`config.mk`:
```
export PLATFORM = sky130hd
export DESIGN_NAME = fetch_stage
export DESIGN_NICKNAME = d
export VERILOG_FILES = /design/src/rtl/fetch_stage_pkg.sv /design/src/rtl/fetch_stage_npc_sel.sv /design/src/rtl/fetch_stage.sv
export SDC_FILE = /design/constraint.sdc
export NUM_CORES = 1
export LEC_CHECK = 0
export BUFFER_PORTS_ARGS = -buffer_cell sky130_fd_sc_hd__buf_2
export CAP_MARGIN = 25
export CORE_MARGIN = 8
export CORE_UTILIZATION = 40
export DETAILED_ROUTE_END_ITERATION = 8
export PLACE_DENSITY = 0.66
export SKIP_LAST_GASP = 1
export SYNTH_ARGS = -nofsm -noshare
export SYNTH_HDL_FRONTEND = slang
export SYNTH_SLANG_ARGS = --single-unit
```
`constraint.sdc`:
```
create_clock -name clk -period 7.75 [get_ports clk]
set_input_delay 1.9375 -clock clk [delete_from_list [all_inputs] [get_ports clk]]
set_output_delay 1.9375 -clock clk [all_outputs]
set_load 0.02 [all_outputs]
```
`src/rtl/fetch_stage_pkg.sv`:
```
// Shared constants and types for the IF stage: reset/base addresses, the
// next-PC select encoding, and the branch offset helper.
package fetch_stage_pkg;

   localparam logic [31:0] DEF_RESET_PC = 32'h0000_3000;
   localparam logic [31:0] DEF_IM_BASE  = 32'h0000_3000;

   typedef enum logic [1:0] {
      NPC_SEQ = 2'd0,
      NPC_BR  = 2'd1,
      NPC_J   = 2'd2,
      NPC_JR  = 2'd3
   } npc_sel_e;

   // Sign-extended word offset of a conditional branch, in bytes.
   function automatic logic [31:0] br_offset(input logic [15:0] imm16);
      return {{14{imm16[15]}}, imm16, 2'b00};
   endfunction

endpackage

```
`src/rtl/fetch_stage_npc_sel.sv`:
```
// Redirect decoder for the IF stage. Reports which next-PC source wins and
// the redirect target. The sequential address is formed beside the PC
// register, so the target is meaningful only when sel is not NPC_SEQ.
module fetch_stage_npc_sel
   import fetch_stage_pkg::*;
(
   input  logic [31:0] pc_id,
   input  logic        br_en,
   input  logic        cmp_zero,
   input  logic [15:0] br_imm16,
   input  logic        j_en,
   input  logic [25:0] j_idx26,
   input  logic        jr_en,
   input  logic [31:0] jr_target,
   output npc_sel_e    sel,
   output logic [31:0] target
);

   // Priority jr > j > taken branch > sequential; a not-taken branch falls through.
   always_comb begin
      sel    = NPC_SEQ;
      target = pc_id + 32'd4 + br_offset(br_imm16);
      if (jr_en) begin
         sel    = NPC_JR;
         target = jr_target;
      end else if (j_en) begin
         sel    = NPC_J;
         target = {pc_id[31:28], j_idx26, 2'b00};
      end else if (br_en && cmp_zero) begin
         sel    = NPC_BR;
         target = pc_id + 32'd4 + br_offset(br_imm16);
      end
   end

endmodule

```
`src/rtl/fetch_stage.sv`:
```
// IF stage and IF/ID pipeline register. Holds the fetch PC, forms the
// instruction-memory word index and latches the fetched instruction with
// its PC. Redirects decided in ID land one cycle later; the instruction
// already in IF is the delay slot and is never squashed.
module fetch_stage
   import fetch_stage_pkg::*;
#(
   parameter logic [31:0] RESET_PC = DEF_RESET_PC,
   parameter logic [31:0] IM_BASE  = DEF_IM_BASE,
   parameter int          IM_AW    = 12
)(
   input  logic             clk,
   input  logic             reset,
   input  logic             stall,
   input  logic [31:0]      im_instr,
   input  logic             br_en,
   input  logic             cmp_zero,
   input  logic [15:0]      br_imm16,
   input  logic             j_en,
   input  logic [25:0]      j_idx26,
   input  logic             jr_en,
   input  logic [31:0]      jr_target,
   output logic [31:0]      pc_if,
   output logic [IM_AW-1:0] im_addr,
   output logic [31:0]      instr_id,
   output logic [31:0]      pc_id,
   output logic [31:0]      pc8_id
);

   logic [31:0] pc_if_q, pc_if_d;
   logic [31:0] instr_id_q, instr_id_d;
   logic [31:0] pc_id_q, pc_id_d;
   npc_sel_e    npc_sel;
   logic [31:0] redirect_target;
   logic [31:0] npc;

   fetch_stage_npc_sel u_npc_sel (
      .pc_id     (pc_id_q),
      .br_en     (br_en),
      .cmp_zero  (cmp_zero),
      .br_imm16  (br_imm16),
      .j_en      (j_en),
      .j_idx26   (j_idx26),
      .jr_en     (jr_en),
      .jr_target (jr_target),
      .sel       (npc_sel),
      .target    (redirect_target)
   );

   // Next fetch address: sequential unless the ID instruction redirects.
   always_comb begin
      npc = pc_if_q + 32'd4;
      if (npc_sel != NPC_SEQ) begin
         npc = redirect_target;
      end
   end

   // Advance PC and IF/ID together; a stall freezes both and drops any redirect.
   always_comb begin
      pc_if_d    = pc_if_q;
      instr_id_d = instr_id_q;
      pc_id_d    = pc_id_q;
      if (!stall) begin
         pc_if_d    = npc;
         instr_id_d = im_instr;
         pc_id_d    = pc_if_q;
      end
   end

   // PC and IF/ID registers; reset loads the boot PC and a nop into ID.
   always_ff @(posedge clk or posedge reset) begin
      if (reset) begin
         pc_if_q    <= RESET_PC;
         instr_id_q <= 32'h0;
         pc_id_q    <= RESET_PC;
      end else begin
         pc_if_q    <= pc_if_d;
         instr_id_q <= instr_id_d;
         pc_id_q    <= pc_id_d;
      end
   end

   assign pc_if    = pc_if_q;
   assign instr_id = instr_id_q;
   assign pc_id    = pc_id_q;
   assign pc8_id   = pc_id_q + 32'd8;
   assign im_addr  = IM_AW'((pc_if_q - IM_BASE) >> 2);

endmodule

```
==> results.cfg <==
[outcome]
status = finished clean

[placement]
dpl_worst_slack_ns = 2.75
place_area_sq_mm = 0.00878
dp_hpwl_mm = 19.1
place.gp.congestion = 0.921
port_buffers = 252

[sta]
slew_viol_final = 0
setup_violations = 0
rsz0062_at_grt = no
fin_skew_ns = 0.00601
worst_slew_pin_slew_ns = 0.815
max_freq_mhz = 214
finalCritPeriodShare_pct = 60.4
fin_setup_tns_ns = 0
finalWorstSetupSlack_ns = 3.07
min_period_ns = 4.68
whs_ns = 0.503
hold_violations = 0
max-slew-margin-rel_pct = 45.3

[routing]
drt_iter0_drc = 548
vias = 7297
drc = 0
met2WireLength_mm = 11.9
avgRoutedWirePerCell_microns = 19.7
post_drt_via_cell_ratio = 5.65
dr.pass1.iters = 5
wl_met3_mm = 2.10
wl_met1_mm = 11.1
routed_wl_mm = 25.5
highest-signal-layer = met5
drtAntennaViolNets = 0

[clock_tree]
cts_hold_buffers = 0
htree_levels = 3
cts_resized = 0
cts_sinks = 96
cts_tree = done
clk_latency_ns = 0.36
postCtsSetupBuffers = 0
cts_root_buf = clkbuf_16
clk_pin_slew_ns = 0.08
cts_buffer_depth = 2
numCtsBuffers = 9

[logic_synthesis]
ys_types = 73
ys_warn_count = 0
synthArstFlopShare_pct = 100
syn_nets = 1007
synth_seq_cells = 96
synth-edff-count = 0
syn_avg_cell_area_sq_um = 8.94
netlist_area_sq_mm = 0.00745
synthesis.instances = 833
synthFlopType = dfrtp_1
seq_area_frac_synth_pct = 32.3

[worst_setup_path]
crit_top_cell = ha_1
slowest_delay_ns = 0.43
cp_max_fo = 3
regToRegSetupSlack_ns = 4.27
end_kind = flop
r2r-start = pc_id[3]$_DFFE_PP0N_
worst-setup-path-type = input port to flop
crit-reg2reg-capture = pc_if[31]$_DFFE_PP0N_
cp-start-kind = input port
rr_worst_depth = 10
arrival_ns = 4.93
slowest_stage = fa_1
critPathBufInv = 1
path_cells = buf_2 -> ha_1 -> ha_1 -> fa_1 -> a211oi_1 -> o21ai_0 -> a21oi_1 -> o21ai_1 -> and4b_1 -> or3_1 -> a31o_2
path_delay_family = compound AO/OA/AOI/OAI gates
cp.required_ns = 8.00

[floorplan]
die_w_microns = 152
rows = 50
die_y_microns = 152
start_util_pct = 40.2
core_area_sq_mm = 0.0185
pin_count = 253
die-area_sq_mm = 0.0233

[cells_and_area]
drive_gt1_share_pct = 34.1
fin_area_sq_mm = 0.00911
nets = 1225
final_common_cell = buf_2
fillers = 1853
syn_to_final_growth_pct = 22.3
layout.cells.most_common_list = buf_2, dfrtp_1, a21oi_1
seq_area_sq_mm = 0.00241
multi_input_area_sq_mm = 0.00466

[grt]
antenna_found_initial = 3
grt_pass1_wl_mm = 40.4
overflow = 0
grt_max_degree = 75
grt_pass1_vias = 7413
grt.total_usage_pct = 21.5

[job]
maxCapViolations = 0

[pwr]
ir_worst_vdd_v = 0.000134
powerDensity_mw_per_mm2 = 277
pwr-share-comb_pct = 51.6
power_w = 0.00252
internal_power_w = 0.00134
power.net_switching_w = 0.00118
p_sw_share_pct = 47.0
p_leak_nw = 4.33
p_seq_share_pct = 30.2
power_frac_clock_pct = 18.2

[worst_hold_path]
holdPathEnd = instr_id[24]$_DFFE_PP0N_
hold_path.startpoint = instr_id[24]$_DFFE_PP0N_
min_path_type = flop to flop
min_path_cells = 1
## sequential cells by signal (all words and copies together), names as in the netlist
register	cells
pc_if	32
pc_id	32
instr_id	32
## layout make-up
type | count | area share [%]
inverters | 27 | 1.14
diodes | 1 | 0.0275
clock inverters | 7 | 0.796
well taps | 234 | 3.21
clock buffers | 9 | 2.47
multi-input cells | 656 | 51.1
repair buffers | 261 | 14.8
flip-flops and latches | 96 | 26.4
## power groups by stage
stage | registers [W] | clock network [W] | logic (W)
5_1_grt | 0.000784 | 0.000493 | 0.00142
4_1_cts | 0.000763 | 0.000471 | 0.00130
3_5_place_dp | 0.000773 | 0 | 0.00129
3_3_place_gp | 0.000768 | 0 | 0.00128
2_1_floorplan | 0.000848 | 0 | 0.000808
6_report | 0.000762 | 0.000460 | 0.00130
## per-stage QoR
step | util [%] | cells
2_1_floorplan | - | 833
3_3_place_gp | 47.4 | 1273
3_5_place_dp | 47.4 | 1273
4_1_cts | 49.0 | 1289
5_1_grt | 49.2 | 1290
6_report | 49.2 | 1291
## worst max-delay path by stage
stage / cells after the start / end / start
after floorplan: 10 / pc_if[31]$_DFFE_PP0N_ / br_imm16[1]
after global placement: 11 / pc_if[31]$_DFFE_PP0N_ / br_imm16[1]
after detailed placement: 11 / pc_if[31]$_DFFE_PP0N_ / br_imm16[1]
after CTS: 11 / pc_if[31]$_DFFE_PP0N_ / br_imm16[1]
after global routing: 11 / pc_if[31]$_DFFE_PP0N_ / br_imm16[1]
final: 11 / pc_if[31]$_DFFE_PP0N_ / br_imm16[1]
## cell usage after synthesis (all sizes together), types with 4 or more instances
cell type   n  area (sq um)
dfrtp      92          2300
a21oi      76           380
nand2      68           258
ha         60           751
mux2       57           642
o21ai      53           265
nor2       47           176
nand3      32           173
buf        28           166
xnor2      28           245
inv        27           101
clkbuf     26           128
xor2       22           193
and3       20           126
a21o       18           136
o22ai      18           113
nor3       17          85.1
a31oi      16           100
nand4      12          81.3
o211ai     10          75.1
a211oi      8          65.1
nor4        7          58.8
o21bai      7          52.6
mux2i       6          60.1
nor3b       6          45.0
and2        5          32.5
and4        5          45.0
or2         5          31.3
dfstp       4           105
nor2b       4          25.0
o22a        4          35.0
or3         4          26.3
## cell families (layout without fill, tap and decap cells)
kind of cell,count (synthesis),after routing,share of synthesized area [%]
DFF,96,96,32.3
other,0,1,0
AOI/OAI and AO/OA,239,239,19.8
xor gates and xnor gates,50,50,5.88
muxes,63,63,9.42
buffers and inverters,81,304,5.31
and+or+nand+nor,243,243,16.9
adders and majority gates,61,61,10.3
## worst reg2reg max path, cell delays in order (launching register included)
cell and delay [ns]:
dfrtp_1 0.46, ha_1 0.31, ha_1 0.22, fa_1 0.43, a211oi_1 0.37, o21ai_0 0.23, a21oi_1 0.34, o21ai_1 0.19
and4b_1 0.22, or3_1 0.36, a31o_2 0.24
## layer usage
| metal | up-vias | global-route usage [%] |
|---|---|---|
| li1 | 3502 | - |
| met1 | 3471 | 26.6 |
| met2 | 285 | 35.9 |
| met3 | 33 | 6.24 |
| met4 | 6 | 5.84 |
| met5 | - | 0 |
Power figures use the tool's default switching activity.
